**src/rtl/axi_4_lite_cfg_seq_pkg.sv**
```systemverilog
// Shared AXI4-Lite configuration definitions: response codes, error codes, sequencer states.
package axi_4_lite_cfg_seq_pkg;

  localparam logic [1:0] RESP_OKAY   = 2'b00;
  localparam logic [1:0] RESP_SLVERR = 2'b10;
  localparam logic [1:0] RESP_DECERR = 2'b11;

  localparam logic [1:0] ERR_NONE    = 2'b00;
  localparam logic [1:0] ERR_RESP    = 2'b01;
  localparam logic [1:0] ERR_TIMEOUT = 2'b10;
  localparam logic [1:0] ERR_VERIFY  = 2'b11;

  typedef enum logic [2:0] {
    ST_IDLE   = 3'd0,
    ST_LOAD   = 3'd1,
    ST_WRITE  = 3'd2,
    ST_VERIFY = 3'd3,
    ST_NEXT   = 3'd4,
    ST_DONE   = 3'd5,
    ST_ERROR  = 3'd6
  } state_e;

endpackage

```
**src/rtl/axi_4_lite_cfg_seq_if.sv**
```systemverilog
// AXI4-Lite bus between the configuration sequencer (master) and the register-file slave.
interface axi_4_lite_cfg_seq_if #(
  parameter int unsigned ADDR_WIDTH = 32,
  parameter int unsigned DATA_WIDTH = 32
) ();

  localparam int unsigned STRB_W = DATA_WIDTH / 8;

  logic                  M_AXI_AWVALID;
  logic                  M_AXI_AWREADY;
  logic [ADDR_WIDTH-1:0] M_AXI_AWADDR;
  logic [2:0]            M_AXI_AWPROT;
  logic                  M_AXI_WVALID;
  logic                  M_AXI_WREADY;
  logic [DATA_WIDTH-1:0] M_AXI_WDATA;
  logic [STRB_W-1:0]     M_AXI_WSTRB;
  logic                  M_AXI_BVALID;
  logic                  M_AXI_BREADY;
  logic [1:0]            M_AXI_BRESP;
  logic                  M_AXI_ARVALID;
  logic                  M_AXI_ARREADY;
  logic [ADDR_WIDTH-1:0] M_AXI_ARADDR;
  logic [2:0]            M_AXI_ARPROT;
  logic                  M_AXI_RVALID;
  logic                  M_AXI_RREADY;
  logic [DATA_WIDTH-1:0] M_AXI_RDATA;
  logic [1:0]            M_AXI_RRESP;

  modport master (
    output M_AXI_AWVALID, M_AXI_AWADDR, M_AXI_AWPROT,
    output M_AXI_WVALID, M_AXI_WDATA, M_AXI_WSTRB,
    output M_AXI_BREADY,
    output M_AXI_ARVALID, M_AXI_ARADDR, M_AXI_ARPROT,
    output M_AXI_RREADY,
    input  M_AXI_AWREADY, M_AXI_WREADY, M_AXI_BVALID, M_AXI_BRESP,
    input  M_AXI_ARREADY, M_AXI_RVALID, M_AXI_RDATA, M_AXI_RRESP
  );

  modport slave (
    input  M_AXI_AWVALID, M_AXI_AWADDR, M_AXI_AWPROT,
    input  M_AXI_WVALID, M_AXI_WDATA, M_AXI_WSTRB,
    input  M_AXI_BREADY,
    input  M_AXI_ARVALID, M_AXI_ARADDR, M_AXI_ARPROT,
    input  M_AXI_RREADY,
    output M_AXI_AWREADY, M_AXI_WREADY, M_AXI_BVALID, M_AXI_BRESP,
    output M_AXI_ARREADY, M_AXI_RVALID, M_AXI_RDATA, M_AXI_RRESP
  );

endinterface

```
**src/rtl/axi_4_lite_cfg_rom.sv**
```systemverilog
// Parameter-defined command table: combinational lookup of (addr, data, strobe) by index.
module axi_4_lite_cfg_rom #(
  parameter int unsigned ADDR_WIDTH = 32,
  parameter int unsigned DATA_WIDTH = 32,
  parameter int unsigned NUM_CMDS   = 8,
  parameter int unsigned IDX_BITS   = 3,
  parameter logic [NUM_CMDS-1:0][ADDR_WIDTH-1:0]   CMD_ADDR = '0,
  parameter logic [NUM_CMDS-1:0][DATA_WIDTH-1:0]   CMD_DATA = '0,
  parameter logic [NUM_CMDS-1:0][DATA_WIDTH/8-1:0] CMD_STRB = '1
) (
  input  logic [IDX_BITS-1:0]     idx_i,
  output logic [ADDR_WIDTH-1:0]   addr_c_o,
  output logic [DATA_WIDTH-1:0]   data_c_o,
  output logic [DATA_WIDTH/8-1:0] strb_c_o
);

  // Compare-and-select mux; indices past the table return an all-zero entry
  always_comb begin
    addr_c_o = '0;
    data_c_o = '0;
    strb_c_o = '0;
    for (int i = 0; i < int'(NUM_CMDS); i++) begin
      if (idx_i == IDX_BITS'(i)) begin
        addr_c_o = CMD_ADDR[i];
        data_c_o = CMD_DATA[i];
        strb_c_o = CMD_STRB[i];
      end
    end
  end

endmodule

```
**src/rtl/axi_4_lite_cfg_seq.sv**
```systemverilog
// AXI4-Lite configuration sequencer: walks the command table issuing single-beat writes.
// Optional readback check of every entry is compiled in with `define AXI_CFG_SEQ_VERIFY_EN.
module axi_4_lite_cfg_seq
  import axi_4_lite_cfg_seq_pkg::*;
#(
  parameter int unsigned ADDR_WIDTH     = 32,
  parameter int unsigned DATA_WIDTH     = 32,
  parameter int unsigned NUM_CMDS       = 8,
  parameter int unsigned IDX_BITS       = 3,
  parameter int unsigned TIMEOUT_CYCLES = 255,
  parameter logic [NUM_CMDS-1:0][ADDR_WIDTH-1:0]   CMD_ADDR = '0,
  parameter logic [NUM_CMDS-1:0][DATA_WIDTH-1:0]   CMD_DATA = '0,
  parameter logic [NUM_CMDS-1:0][DATA_WIDTH/8-1:0] CMD_STRB = '1
) (
  input  logic                M_AXI_ACLK,
  input  logic                M_AXI_ARESET,
  input  logic                START,
  output logic                BUSY,
  output logic                DONE,
  output logic                ERROR,
  output logic [IDX_BITS-1:0] ERR_IDX,
  output logic [1:0]          ERR_CODE,
  axi_4_lite_cfg_seq_if.master m_axi
);

  localparam int unsigned STRB_W = DATA_WIDTH / 8;
  localparam int unsigned WDOG_W = $clog2(TIMEOUT_CYCLES + 1) + 1;

  state_e                state_q, state_d;
  logic [IDX_BITS-1:0]   idx_q, idx_d;
  logic [ADDR_WIDTH-1:0] addr_q, addr_d;
  logic [DATA_WIDTH-1:0] data_q, data_d;
  logic [STRB_W-1:0]     strb_q, strb_d;
  logic                  awvalid_q, awvalid_d;
  logic                  wvalid_q, wvalid_d;
  logic                  bready_q, bready_d;
  logic                  busy_q, busy_d;
  logic                  done_q, done_d;
  logic                  error_q, error_d;
  logic [IDX_BITS-1:0]   err_idx_q, err_idx_d;
  logic [1:0]            err_code_q, err_code_d;
  logic [WDOG_W-1:0]     wdog_q, wdog_d;

  logic [ADDR_WIDTH-1:0] rom_addr_c;
  logic [DATA_WIDTH-1:0] rom_data_c;
  logic [STRB_W-1:0]     rom_strb_c;
  logic [WDOG_W-1:0]     wdog_inc_c;
  logic                  wdog_exp_c;
  logic                  aw_hs_c, w_hs_c, b_hs_c;

  axi_4_lite_cfg_rom #(
    .ADDR_WIDTH (ADDR_WIDTH),
    .DATA_WIDTH (DATA_WIDTH),
    .NUM_CMDS   (NUM_CMDS),
    .IDX_BITS   (IDX_BITS),
    .CMD_ADDR   (CMD_ADDR),
    .CMD_DATA   (CMD_DATA),
    .CMD_STRB   (CMD_STRB)
  ) u_rom (
    .idx_i    (idx_q),
    .addr_c_o (rom_addr_c),
    .data_c_o (rom_data_c),
    .strb_c_o (rom_strb_c)
  );

  assign aw_hs_c    = awvalid_q & m_axi.M_AXI_AWREADY;
  assign w_hs_c     = wvalid_q & m_axi.M_AXI_WREADY;
  assign b_hs_c     = bready_q & m_axi.M_AXI_BVALID;
  assign wdog_inc_c = wdog_q + WDOG_W'(1);
  assign wdog_exp_c = (wdog_inc_c >= WDOG_W'(TIMEOUT_CYCLES));

`ifdef AXI_CFG_SEQ_VERIFY_EN
  logic                  arvalid_q, arvalid_d;
  logic                  rready_q, rready_d;
  logic                  ar_hs_c, r_hs_c, rd_mismatch_c;
  logic [DATA_WIDTH-1:0] lane_mask_c;

  assign ar_hs_c = arvalid_q & m_axi.M_AXI_ARREADY;
  assign r_hs_c  = rready_q & m_axi.M_AXI_RVALID;

  // Expand the entry strobe to a bit mask so unstrobed bytes never flag a mismatch
  always_comb begin
    lane_mask_c = '0;
    for (int b = 0; b < int'(STRB_W); b++) begin
      lane_mask_c[b*8 +: 8] = {8{strb_q[b]}};
    end
  end

  assign rd_mismatch_c        = |((m_axi.M_AXI_RDATA ^ data_q) & lane_mask_c);
  assign m_axi.M_AXI_ARVALID  = arvalid_q;
  assign m_axi.M_AXI_ARADDR   = addr_q;
  assign m_axi.M_AXI_RREADY   = rready_q;
`else
  assign m_axi.M_AXI_ARVALID  = 1'b0;
  assign m_axi.M_AXI_ARADDR   = '0;
  assign m_axi.M_AXI_RREADY   = 1'b0;
`endif

  assign m_axi.M_AXI_AWVALID = awvalid_q;
  assign m_axi.M_AXI_AWADDR  = addr_q;
  assign m_axi.M_AXI_AWPROT  = 3'b000;
  assign m_axi.M_AXI_WVALID  = wvalid_q;
  assign m_axi.M_AXI_WDATA   = data_q;
  assign m_axi.M_AXI_WSTRB   = strb_q;
  assign m_axi.M_AXI_BREADY  = bready_q;
  assign m_axi.M_AXI_ARPROT  = 3'b000;
  assign BUSY                = busy_q;
  assign DONE                = done_q;
  assign ERROR               = error_q;
  assign ERR_IDX             = err_idx_q;
  assign ERR_CODE            = err_code_q;

  // State and output registers with synchronous reset
  always_ff @(posedge M_AXI_ACLK) begin
    if (M_AXI_ARESET) begin
      state_q    <= ST_IDLE;
      idx_q      <= '0;
      addr_q     <= '0;
      data_q     <= '0;
      strb_q     <= '0;
      awvalid_q  <= 1'b0;
      wvalid_q   <= 1'b0;
      bready_q   <= 1'b0;
      busy_q     <= 1'b0;
      done_q     <= 1'b0;
      error_q    <= 1'b0;
      err_idx_q  <= '0;
      err_code_q <= ERR_NONE;
      wdog_q     <= '0;
`ifdef AXI_CFG_SEQ_VERIFY_EN
      arvalid_q  <= 1'b0;
      rready_q   <= 1'b0;
`endif
    end else begin
      state_q    <= state_d;
      idx_q      <= idx_d;
      addr_q     <= addr_d;
      data_q     <= data_d;
      strb_q     <= strb_d;
      awvalid_q  <= awvalid_d;
      wvalid_q   <= wvalid_d;
      bready_q   <= bready_d;
      busy_q     <= busy_d;
      done_q     <= done_d;
      error_q    <= error_d;
      err_idx_q  <= err_idx_d;
      err_code_q <= err_code_d;
      wdog_q     <= wdog_d;
`ifdef AXI_CFG_SEQ_VERIFY_EN
      arvalid_q  <= arvalid_d;
      rready_q   <= rready_d;
`endif
    end
  end

  // Next-state and registered-output logic
  always_comb begin
    state_d    = state_q;
    idx_d      = idx_q;
    addr_d     = addr_q;
    data_d     = data_q;
    strb_d     = strb_q;
    awvalid_d  = awvalid_q;
    wvalid_d   = wvalid_q;
    bready_d   = bready_q;
    busy_d     = busy_q;
    done_d     = 1'b0;
    error_d    = error_q;
    err_idx_d  = err_idx_q;
    err_code_d = err_code_q;
    wdog_d     = wdog_q;
`ifdef AXI_CFG_SEQ_VERIFY_EN
    arvalid_d  = arvalid_q;
    rready_d   = rready_q;
`endif

    unique case (state_q)
      ST_IDLE: begin
        if (START) begin
          state_d    = ST_LOAD;
          idx_d      = '0;
          error_d    = 1'b0;
          err_code_d = ERR_NONE;
          busy_d     = 1'b1;
        end
      end
      ST_LOAD: begin
        addr_d    = rom_addr_c;
        data_d    = rom_data_c;
        strb_d    = rom_strb_c;
        awvalid_d = 1'b1;
        wvalid_d  = 1'b1;
        bready_d  = 1'b1;
        wdog_d    = '0;
        state_d   = ST_WRITE;
      end
      ST_WRITE: begin
        if (aw_hs_c) awvalid_d = 1'b0;
        if (w_hs_c)  wvalid_d  = 1'b0;
        if (b_hs_c) begin
          awvalid_d = 1'b0;
          wvalid_d  = 1'b0;
          bready_d  = 1'b0;
          if (m_axi.M_AXI_BRESP == RESP_OKAY) begin
`ifdef AXI_CFG_SEQ_VERIFY_EN
            arvalid_d = 1'b1;
            wdog_d    = '0;
            state_d   = ST_VERIFY;
`else
            state_d   = ST_NEXT;
`endif
          end else begin
            err_code_d = ERR_RESP;
            state_d    = ST_ERROR;
          end
        end else if (!aw_hs_c && !w_hs_c && wdog_exp_c) begin
          err_code_d = ERR_TIMEOUT;
          state_d    = ST_ERROR;
        end else begin
          wdog_d = wdog_inc_c;
        end
      end
`ifdef AXI_CFG_SEQ_VERIFY_EN
      ST_VERIFY: begin
        if (ar_hs_c) begin
          arvalid_d = 1'b0;
          rready_d  = 1'b1;
        end
        if (r_hs_c) begin
          rready_d = 1'b0;
          if (m_axi.M_AXI_RRESP != RESP_OKAY) begin
            err_code_d = ERR_RESP;
            state_d    = ST_ERROR;
          end else if (rd_mismatch_c) begin
            err_code_d = ERR_VERIFY;
            state_d    = ST_ERROR;
          end else begin
            state_d = ST_NEXT;
          end
        end else if (!ar_hs_c && wdog_exp_c) begin
          err_code_d = ERR_TIMEOUT;
          state_d    = ST_ERROR;
        end else begin
          wdog_d = wdog_inc_c;
        end
      end
`endif
      ST_NEXT: begin
        if (idx_q == IDX_BITS'(NUM_CMDS - 1)) begin
          done_d  = 1'b1;
          busy_d  = 1'b0;
          state_d = ST_DONE;
        end else begin
          idx_d   = idx_q + IDX_BITS'(1);
          state_d = ST_LOAD;
        end
      end
      ST_DONE:  state_d = ST_IDLE;
      ST_ERROR: state_d = ST_IDLE;
      default:  state_d = ST_IDLE;
    endcase

    // Entry into ERROR: latch status and release the bus
    if (state_d == ST_ERROR) begin
      error_d   = 1'b1;
      err_idx_d = idx_q;
      busy_d    = 1'b0;
      awvalid_d = 1'b0;
      wvalid_d  = 1'b0;
      bready_d  = 1'b0;
`ifdef AXI_CFG_SEQ_VERIFY_EN
      arvalid_d = 1'b0;
      rready_d  = 1'b0;
`endif
    end
  end

endmodule

```
**src/flat_wrapper.sv**
```systemverilog
// flat-port wrapper written by rule: the top's interface ports become plain ports
module axi_4_lite_cfg_seq_flat import axi_4_lite_cfg_seq_pkg::*;
#(
  parameter int unsigned ADDR_WIDTH     = 32,
  parameter int unsigned DATA_WIDTH     = 32,
  parameter int unsigned NUM_CMDS       = 8,
  parameter int unsigned IDX_BITS       = 3,
  parameter int unsigned TIMEOUT_CYCLES = 255,
  parameter logic [NUM_CMDS-1:0][ADDR_WIDTH-1:0]   CMD_ADDR = '0,
  parameter logic [NUM_CMDS-1:0][DATA_WIDTH-1:0]   CMD_DATA = '0,
  parameter logic [NUM_CMDS-1:0][DATA_WIDTH/8-1:0] CMD_STRB = '1
)
  (M_AXI_ACLK, M_AXI_ARESET, START, BUSY, DONE, ERROR, ERR_IDX, ERR_CODE, m_axi_M_AXI_AWVALID, m_axi_M_AXI_AWADDR, m_axi_M_AXI_AWPROT, m_axi_M_AXI_WVALID, m_axi_M_AXI_WDATA, m_axi_M_AXI_WSTRB, m_axi_M_AXI_BREADY, m_axi_M_AXI_ARVALID, m_axi_M_AXI_ARADDR, m_axi_M_AXI_ARPROT, m_axi_M_AXI_RREADY, m_axi_M_AXI_AWREADY, m_axi_M_AXI_WREADY, m_axi_M_AXI_BVALID, m_axi_M_AXI_BRESP, m_axi_M_AXI_ARREADY, m_axi_M_AXI_RVALID, m_axi_M_AXI_RDATA, m_axi_M_AXI_RRESP);
  axi_4_lite_cfg_seq_if #(.ADDR_WIDTH(ADDR_WIDTH), .DATA_WIDTH(DATA_WIDTH)) m_axi_i ();
  input  logic M_AXI_ACLK;
  input  logic M_AXI_ARESET;
  input  logic START;
  output logic BUSY;
  output logic DONE;
  output logic ERROR;
  output logic [IDX_BITS-1:0] ERR_IDX;
  output logic [1:0] ERR_CODE;
  output wire logic [$bits(m_axi_i.M_AXI_AWVALID)-1:0] m_axi_M_AXI_AWVALID;
  output wire logic [$bits(m_axi_i.M_AXI_AWADDR)-1:0] m_axi_M_AXI_AWADDR;
  output wire logic [$bits(m_axi_i.M_AXI_AWPROT)-1:0] m_axi_M_AXI_AWPROT;
  output wire logic [$bits(m_axi_i.M_AXI_WVALID)-1:0] m_axi_M_AXI_WVALID;
  output wire logic [$bits(m_axi_i.M_AXI_WDATA)-1:0] m_axi_M_AXI_WDATA;
  output wire logic [$bits(m_axi_i.M_AXI_WSTRB)-1:0] m_axi_M_AXI_WSTRB;
  output wire logic [$bits(m_axi_i.M_AXI_BREADY)-1:0] m_axi_M_AXI_BREADY;
  output wire logic [$bits(m_axi_i.M_AXI_ARVALID)-1:0] m_axi_M_AXI_ARVALID;
  output wire logic [$bits(m_axi_i.M_AXI_ARADDR)-1:0] m_axi_M_AXI_ARADDR;
  output wire logic [$bits(m_axi_i.M_AXI_ARPROT)-1:0] m_axi_M_AXI_ARPROT;
  output wire logic [$bits(m_axi_i.M_AXI_RREADY)-1:0] m_axi_M_AXI_RREADY;
  input wire logic [$bits(m_axi_i.M_AXI_AWREADY)-1:0] m_axi_M_AXI_AWREADY;
  input wire logic [$bits(m_axi_i.M_AXI_WREADY)-1:0] m_axi_M_AXI_WREADY;
  input wire logic [$bits(m_axi_i.M_AXI_BVALID)-1:0] m_axi_M_AXI_BVALID;
  input wire logic [$bits(m_axi_i.M_AXI_BRESP)-1:0] m_axi_M_AXI_BRESP;
  input wire logic [$bits(m_axi_i.M_AXI_ARREADY)-1:0] m_axi_M_AXI_ARREADY;
  input wire logic [$bits(m_axi_i.M_AXI_RVALID)-1:0] m_axi_M_AXI_RVALID;
  input wire logic [$bits(m_axi_i.M_AXI_RDATA)-1:0] m_axi_M_AXI_RDATA;
  input wire logic [$bits(m_axi_i.M_AXI_RRESP)-1:0] m_axi_M_AXI_RRESP;
  assign m_axi_M_AXI_AWVALID = m_axi_i.M_AXI_AWVALID;
  assign m_axi_M_AXI_AWADDR = m_axi_i.M_AXI_AWADDR;
  assign m_axi_M_AXI_AWPROT = m_axi_i.M_AXI_AWPROT;
  assign m_axi_M_AXI_WVALID = m_axi_i.M_AXI_WVALID;
  assign m_axi_M_AXI_WDATA = m_axi_i.M_AXI_WDATA;
  assign m_axi_M_AXI_WSTRB = m_axi_i.M_AXI_WSTRB;
  assign m_axi_M_AXI_BREADY = m_axi_i.M_AXI_BREADY;
  assign m_axi_M_AXI_ARVALID = m_axi_i.M_AXI_ARVALID;
  assign m_axi_M_AXI_ARADDR = m_axi_i.M_AXI_ARADDR;
  assign m_axi_M_AXI_ARPROT = m_axi_i.M_AXI_ARPROT;
  assign m_axi_M_AXI_RREADY = m_axi_i.M_AXI_RREADY;
  assign m_axi_i.M_AXI_AWREADY = m_axi_M_AXI_AWREADY;
  assign m_axi_i.M_AXI_WREADY = m_axi_M_AXI_WREADY;
  assign m_axi_i.M_AXI_BVALID = m_axi_M_AXI_BVALID;
  assign m_axi_i.M_AXI_BRESP = m_axi_M_AXI_BRESP;
  assign m_axi_i.M_AXI_ARREADY = m_axi_M_AXI_ARREADY;
  assign m_axi_i.M_AXI_RVALID = m_axi_M_AXI_RVALID;
  assign m_axi_i.M_AXI_RDATA = m_axi_M_AXI_RDATA;
  assign m_axi_i.M_AXI_RRESP = m_axi_M_AXI_RRESP;
  axi_4_lite_cfg_seq #(.ADDR_WIDTH(ADDR_WIDTH), .DATA_WIDTH(DATA_WIDTH), .NUM_CMDS(NUM_CMDS), .IDX_BITS(IDX_BITS), .TIMEOUT_CYCLES(TIMEOUT_CYCLES), .CMD_ADDR(CMD_ADDR), .CMD_DATA(CMD_DATA), .CMD_STRB(CMD_STRB)) u_core (.M_AXI_ACLK(M_AXI_ACLK), .M_AXI_ARESET(M_AXI_ARESET), .START(START), .BUSY(BUSY), .DONE(DONE), .ERROR(ERROR), .ERR_IDX(ERR_IDX), .ERR_CODE(ERR_CODE), .m_axi(m_axi_i));
endmodule
```
**config.mk**
```make
export PLATFORM = sky130hd
export DESIGN_NAME = axi_4_lite_cfg_seq_flat
export DESIGN_NICKNAME = d
export VERILOG_FILES = /design/src/rtl/axi_4_lite_cfg_seq_pkg.sv /design/src/rtl/axi_4_lite_cfg_seq_if.sv /design/src/rtl/axi_4_lite_cfg_rom.sv /design/src/rtl/axi_4_lite_cfg_seq.sv /design/src/flat_wrapper.sv
export SDC_FILE = /design/constraint.sdc
export NUM_CORES = 1
export LEC_CHECK = 0
export ABC_AREA = 1
export CORE_UTILIZATION = 35
export CTS_CLUSTER_DIAMETER = 150
export DETAILED_ROUTE_END_ITERATION = 8
export MAX_ROUTING_LAYER = met4
export PLACE_DENSITY = 0.82
export RECOVER_POWER = 100
export SKIP_LAST_GASP = 1
export SYNTH_ARGS = -nofsm -noshare
export SYNTH_HDL_FRONTEND = slang
export SYNTH_SLANG_ARGS = --single-unit
export TNS_END_PERCENT = 100
```
**constraint.sdc**
```tcl
create_clock -name M_AXI_ACLK -period 2.5 [get_ports M_AXI_ACLK]
set_input_delay 0.375 -clock M_AXI_ACLK [delete_from_list [all_inputs] [get_ports M_AXI_ACLK]]
set_output_delay 0.375 -clock M_AXI_ACLK [all_outputs]
set_load 0.1 [all_outputs]
```
==> key figures, run 1 <==
Floorplanning
  • Die ar.: between 6000 and 7000 um2
  • Initial Utilization: approximately 37%
  • Core ar.: 6030 um2
  • Die W: approximately 82 um
  • Row cnt: 28
  • I/O Pins: about 160
  • Die height: between 80 and 90 um

Critical path
  • Reg-to-Reg End: u_core.wdog_q[0]$_SDFFE_PP0P_
  • Worst EP arrival: approximately 2.4 ns
  • Worst-path cell chain: inv_1 -> ha_1 -> o21bai_1 -> nand3_1 -> nor2_1 -> nand3_1 -> nand2_1 -> nand2_2 -> nand2_1 -> nand2_1 -> nand2_4 -> nand2_1 -> nand2_1 -> nor2_1
  • CP Max Fanout: 13
  • Worst Path Required: 2.67 ns
  • Max stage delay cell, worst path: dfxtp_1
  • Worst R2R Setup Slack: roughly 0.32 ns
  • Worst r2r path cells: 14
  • Worst path max stage delay: between 0.3 and 0.4 ns
  • Critical path capture point type: register
  • Crit path launch type: register
  • CP most frequent cell: nand2_1
  • Type of the worst setup path: register to register
  • R2r startpoint: u_core.wdog_q[0]$_SDFFE_PP0P_

Place
  • HPWL Detailed: 2750 um
  • Post-placement cell area: 2070 um2
  • Port-buffer cells: 22
  • Routability Congestion: between 0.8 and 0.9

Route
  • Pre-Repair DR Iteration Count: 4
  • ANT nets after route: 0
  • DRC Markers: 0
  • Vias/cell: 3.98
  • Drt wl/cell: 8.26 um
  • Initial drt markers: 31
  • Via count: 1618
  • Total wire length: 3360 um

Min path
  • Hold WC Path Type: register to register
  • Min-Delay Endpoint: u_core.BUSY$_SDFFE_PP0P_
  • Hold-critical path depth: 2
  • Min-delay src: u_core.BUSY$_SDFFE_PP0P_

GRT
  • Number of global-route vias before repair: 1278
  • Gr ovfl total: 0
  • Largest net degree at the start of global routing: 16
  • Initial antenna violation count: 0
  • First-pass GRT wire length: 5310 um
  • GRT Util Overall: about a tenth

Timing
  • Tightest Pin Transition: 1.19 ns
  • Max-slew headroom: a little over a fifth
  • Final Skew: 0.00571 ns
  • Setup_tns: 0 ns
  • Max Freq: 459 MHz
  • Final min period: 2.18 ns
  • Final hold violations: 0
  • Final Setup Violations: 0
  • Final Cycle Share: just under 90%
  • RSZ-0062 raised after global routing: false
  • Count of final max-slew check failures: 0

Yosys
  • Synth warn: 0
  • Netlist cell types: 27
  • FF+latch count, synth: 27
  • Synthesized area per cell: between 7 and 8 um2
  • Post-synthesis instance total: 312
  • Ys async rst share: 0%
  • Post-Syn Area: 2230 um2
  • Synth Flop Type: dfxtp_1
  • Sequential area share after synthesis: about a quarter
  • EDFF count, synth: 0

Final layout
  • Most common cell after layout, fill and taps aside: conb_1
  • Fillers: 657
  • Final #Nets: roughly 390
  • Inserted Diodes: 0
  • Most frequent cells in the layout: conb_1, nand2_1, nor2_1, dfxtp_1, inv_1
  • Footprint of the multi-input gates: ~1100 um2
  • Area growth from synthesis to layout: -8.30%
  • Final Cell Area: 2050 um2
  • Register area: 541 um2
  • Layout cells sized above 1: 3.31%

CTS
  • CTS Buf Count: 3
  • Post-CTS sizing: 0
  • Root Driver: clkbuf_8
  • Setup Fix Bufs, Post-CTS: 0
  • H-Tree Depth: 1
  • Worst-path clk slew: 0.09 ns
  • Sinks on Clock Net: 27
  • Worst skew pair latency: 0.27 ns
  • Hold-fix buffers, CTS: 0
  • Max Buffers Root-to-Sink: 2
  • CTS tree: yes

Power and ir drop
  • VDD IR max: 404 uV
  • PD cells: 823 nW/um2
  • Total power: ~1.7 mW
  • Lkg Pwr: 1.01 nW

Run
  • Max cap viols: 0

Run status
  • Status: finished clean
## cell type report
class                   count  area share, %
clock buffers               3           2.02
clock inverters             1          0.244
inverters                  24           4.40
multi-input cells         254           56.0
flip-flops and latches     27           26.4
well taps                  75           4.58
repair buffers             23           6.36
## cells by family (layout without fill, tap and decap cells)
kind of cell / count (synthesis) / count (layout) / synth area share [%]
AO/OA/AOI/OAI: 32 / 32 / 7.74
XOR/XNOR: 1 / 1 / 0.392
adder cells (fa/ha/maj): 8 / 8 / 4.48
buffers and inverters: 134 / 51 / 41.3
flip-flops: 27 / 27 / 24.2
other: 1 / 104 / 0.168
AND/OR/NAND/NOR: 109 / 109 / 21.7
## synthesized netlist by cell type (3+ instances only)
cell type / number / area share (%)
a21oi_1: 18 / 4.0
buf_4: 107 / 36
dfxtp_1: 27 / 24
ha_1: 8 / 4.5
inv_1: 23 / 3.9
nand2_1: 44 / 7.4
nand2_2: 3 / 0.84
nand3_1: 16 / 3.6
nor2_1: 35 / 5.9
nor3_1: 4 / 0.90
o21ai_0: 7 / 1.6
o21bai_1: 3 / 1.0
## registers in the layout, indices dropped and copies added (netlist names), 2 cells and up
register	count
u_core.idx_q	3
u_core.state_q	3
u_core.ERR_IDX	3
u_core.ERR_CODE	2
u_core.wdog_q	9
## power by group
| group | internal (mW) | switching (mW) |
|---|---|---|
| Combinational | 0.0560 | 0.903 |
| Clock | 0.112 | 0.133 |
| Sequential | 0.458 | 0.0226 |
## metrics by stage
stage / cells / util, % / hold slack (ns) / setup slack [ns]
2_1_floorplan: 415 / - / 0.444 / 0.474
3_3_place_gp: 403 / 34.4 / 0.457 / 0.507
3_5_place_dp: 403 / 34.4 / 0.465 / 0.487
4_1_cts: 407 / 35.1 / 0.479 / 0.443
5_1_grt: 407 / 34.0 / 0.514 / 0.0918
6_report: 407 / 34.0 / 0.478 / 0.324
## critical path: cells and delay by family, from the launching register on
kind | cells | cell delay [ns]
AOI/OAI and AO/OA | 1 | 0.13
adders and majority gates | 1 | 0.32
buffers and inverters | 1 | 0.11
DFF | 1 | 0.39
and+or+nand+nor | 11 | 1.12
## routing by layer
layer / vias up / wire length (um) / GRT usage (%)
li1: 806 / - / -
met1: 736 / 1410 / 11.1
met2: 73 / 1770 / 19.2
met3: 3 / 161 / 1.33
met4: 0 / 22 / 2.63
met5: - / 0 / -
## how the worst max path moves through the flow
| stage | end | cells after the start | slack [ns] | startpoint |
|---|---|---|---|---|
| floorplan | u_core.ERR_IDX[0]$_SDFFE_PP0P_ | 7 | 0.47 | u_core.m_axi.M_AXI_BREADY$_SDFFE_PP0P_ |
| global placement | u_core.m_axi.M_AXI_AWVALID$_SDFFE_PP0P_ | 12 | 0.51 | u_core.wdog_q[1]$_SDFFE_PP0P_ |
| detailed placement | u_core.BUSY$_SDFFE_PP0P_ | 12 | 0.49 | u_core.wdog_q[0]$_SDFFE_PP0P_ |
| CTS | u_core.m_axi.M_AXI_AWVALID$_SDFFE_PP0P_ | 12 | 0.44 | u_core.wdog_q[1]$_SDFFE_PP0P_ |
| global route | u_core.wdog_q[2]$_SDFFE_PP0P_ | 14 | 0.09 | u_core.wdog_q[0]$_SDFFE_PP0P_ |
| finish | u_core.wdog_q[0]$_SDFFE_PP0P_ | 14 | 0.32 | u_core.wdog_q[0]$_SDFFE_PP0P_ |
No activity file was read; power rests on OpenSTA's default activity.
==> run 2: changes to the inputs <==
--- a/config.mk
+++ b/config.mk
@@ -6,6 +6,7 @@
 export NUM_CORES = 1
 export LEC_CHECK = 0
 export ABC_AREA = 1
+export CORE_MARGIN = 2
 export CORE_UTILIZATION = 35
 export CTS_CLUSTER_DIAMETER = 150
 export DETAILED_ROUTE_END_ITERATION = 8
==> run 2 against run 1 <==
- first-iteration DRC count is 3.2% lower
- critical endpoint is now u_core.m_axi.M_AXI_AWVALID$_SDFFE_PP0P_
- design area grew 0.79%
- fmax up 0.17%
- total power increased by 1.2%
- largest power group unchanged
- register-to-register slack hardly changed
- via count rose by 0.49%
- die area up 4.9%
- clock skew is 0.0029 ns higher
- clock power increased by 5%
- worst setup slack improved by 0.0036 ns
- highest routed layer unchanged
- sequential share of layout area shrank 0.21 points
==> key figures, run 2 (synthesis results as in run 1) <==
Run status
  • Status: finished clean

Final layout
  • Biggest register: u_core.wdog_q
  • Final #Nets: 385 (unchanged)
  • Max reg flops: 9 (unchanged)
  • Most frequent cells in the layout: conb_1, nand2_1, nor2_1, dfxtp_1, inv_1
  • Area growth from synthesis to layout: -7.57%
  • Inserted Diodes: 0 (unchanged)
  • Cell Count, Final, Fillers Out: 409 (+0.49%)
  • Layout cells sized above 1: 3.92% (+0.60 points)
  • Fillers: 705 (+7.3%)
  • Most common cell after layout, fill and taps aside: conb_1

Route
  • ANT nets after route: 0 (unchanged)
  • Vias/cell: 3.98 (about the same)
  • Via count: 1626 (+0.49%)
  • DRC Markers: 0 (unchanged)
  • Initial drt markers: 30 (-3.2%)
  • Drt wl/cell: 8.86 um (+7.2%)
  • Total wire length: 3620 um (+7.7%)
  • Pre-Repair DR Iteration Count: 4 (unchanged)

Power and ir drop
  • Lkg Pwr: 1.02 nW (+1.2%)
  • Reg power frac: 28.3% (-0.2 points)
  • Clk pwr share: 15.1% (+0.6 points)
  • PD cells: 826 nW/um2 (+0.43%)
  • VDD IR max: 399 uV (-1.4%)
  • Net switching power: 1.08 mW (+1.6%)
  • Comb power frac: 56.6% (-0.4 points)
  • Sw frac: 63.1% (+0.25 points)
  • P_int: 629 uW (+0.55%)

Critical path
  • Worst R2R Setup Slack: 0.33 ns (about the same)
  • Setup crit end: u_core.m_axi.M_AXI_AWVALID$_SDFFE_PP0P_
  • Worst EP arrival: 2.38 ns (+0.03 ns)
  • Crit path launch type: register
  • Critical Path Start: u_core.wdog_q[1]$_SDFFE_PP0P_
  • Worst Path Required: 2.71 ns (+0.04 ns)
  • CP Max Fanout: 8 (-5)
  • Critical path capture point type: register
  • Reg-to-Reg End: u_core.m_axi.M_AXI_AWVALID$_SDFFE_PP0P_
  • Type of the worst setup path: register to register
  • Worst r2r path cells: 12 (-2)
  • R2r startpoint: u_core.wdog_q[1]$_SDFFE_PP0P_

Place
  • Pre-CTS WS: 0.405 ns (-0.0825 ns)
  • Inst Count DP: 405 (+0.50%)
  • Routability Congestion: 0.783 (-4.7%)
  • Port-buffer cells: 22 (unchanged)
  • HPWL Detailed: 2900 um (+5.6%)

GRT
  • Gr ovfl total: 0 (unchanged)
  • Initial antenna violation count: 0 (unchanged)
  • First-pass GRT wire length: 5490 um (+3.5%)
  • Number of global-route vias before repair: 1271 (-0.55%)
  • GRT Util Overall: 9.62% (-0.57 points)
  • Largest net degree at the start of global routing: 17 (+1)

Timing
  • Final min period: 2.17 ns (-0.00362 ns)
  • RSZ-0062 raised after global routing: false
  • Final Cycle Share: 86.9% (-0.14 points)
  • Tightest Pin Transition: 1.19 ns (-0.00389 ns)
  • Final hold violations: 0 (unchanged)
  • Final Setup Violations: 0 (unchanged)
  • Final Skew: 0.00861 ns (+0.00290 ns)
  • Max Freq: 460 MHz (+0.17%)
  • Final WS setup: 0.327 ns (+0.00362 ns)
  • Max-slew headroom: 21.3% (+0.26 points)
  • Count of final max-slew check failures: 0 (unchanged)
  • Setup_tns: 0 ns (unchanged)

CTS
  • Setup Fix Bufs, Post-CTS: 0 (unchanged)
  • Hold-fix buffers, CTS: 0 (unchanged)
  • Sinks on Clock Net: 27 (unchanged)
  • CTS tree: yes
  • CTS Buf Count: 3 (unchanged)
  • Root Driver: clkbuf_8
  • Worst-path clk slew: 0.10 ns (about the same)
  • Worst skew pair latency: 0.28 ns (about the same)
  • Max Buffers Root-to-Sink: 2 (unchanged)
  • H-Tree Depth: 1 (unchanged)
  • Post-CTS sizing: 0 (unchanged)

Floorplanning
  • Die height: 83.9 um (+2.4%)
  • Die ar.: 7030 um2 (+4.9%)
  • Initial Utilization: 35.8% (-1.3 points)
  • Core ar.: 6240 um2 (+3.6%)
  • I/O Pins: 163 (unchanged)
  • Row cnt: 29 (+3.6%)
  • Die W: 83.9 um (+2.4%)

Min path
  • Hold WC Path Type: register to register

Run
  • Max cap viols: 0 (unchanged)
run 2: cell type report:
class / instances / area, um2 / share of cell area (%)
timing repair buffer: 23 / 134 / 6.49
inverter: 24 / 90.1 / 4.37
sequential: 27 / 541 / 26.2
tap: 77 / 96.3 / 4.67
clock inverter: 1 / 7.51 / 0.364
multi-input combinational: 254 / 1150 / 55.9
clock buffer: 3 / 41.3 / 2.00
run 2: critical path: stages (launching register included):
cell and delay (ns):
dfxtp_1 0.44, ha_1 0.25, nand2_2 0.07, nor2_1 0.23, nand3_2 0.10, xor2_1 0.17, inv_1 0.06, nand2_1 0.05
nand2_2 0.07, nand3_1 0.07, nand2_1 0.25, nand2_1 0.18, nor3_1 0.17
run 2: per-stage QoR:
stage | hold WS [ns] | utilization (%) | cell area (um2) | total power [mW]
floorplan | 0.444 | - | 2620 | 1.54
global placement | 0.457 | 33.2 | 2070 | 1.46
detailed placement | 0.472 | 33.2 | 2070 | 1.47
CTS | 0.486 | 34.0 | 2120 | 1.72
global route | 0.501 | 33.1 | 2060 | 1.77
finish | 0.477 | 33.1 | 2060 | 1.70
run 2: power groups by stage:
stage               clock network [mW]  registers (mW)  logic, mW
floorplan                            0           0.583      0.955
global placement                     0           0.490      0.971
detailed placement                   0           0.492      0.977
CTS                              0.261           0.482      0.977
global route                     0.283           0.487      0.996
finish                           0.258           0.482      0.965
run 2: worst min-delay path by stage:
| stage | from | to | slack [ns] | cells past startpoint |
|---|---|---|---|---|
| 4_1_cts | u_core.ERROR$_SDFFE_PP0P_ | u_core.ERROR$_SDFFE_PP0P_ | 0.49 | 2 |
| 2_1_floorplan | M_AXI_ARESET | u_core.ERR_CODE[0]$_SDFFE_PP0P_ | 0.44 | 1 |
| 3_3_place_gp | u_core.ERROR$_SDFFE_PP0P_ | u_core.ERROR$_SDFFE_PP0P_ | 0.46 | 2 |
| 3_5_place_dp | u_core.ERROR$_SDFFE_PP0P_ | u_core.ERROR$_SDFFE_PP0P_ | 0.47 | 2 |
| 6_report | u_core.ERROR$_SDFFE_PP0P_ | u_core.ERROR$_SDFFE_PP0P_ | 0.48 | 2 |
| 5_1_grt | u_core.ERROR$_SDFFE_PP0P_ | u_core.ERROR$_SDFFE_PP0P_ | 0.50 | 2 |
run 2: routing by layer:
layer	GRT usage (%)	up-vias	wire length (um)
met2	18.2	75	1930
met4	2.93	0	38
met3	1.58	5	222
li1	-	808	-
met5	-	-	0
met1	10.2	738	1430
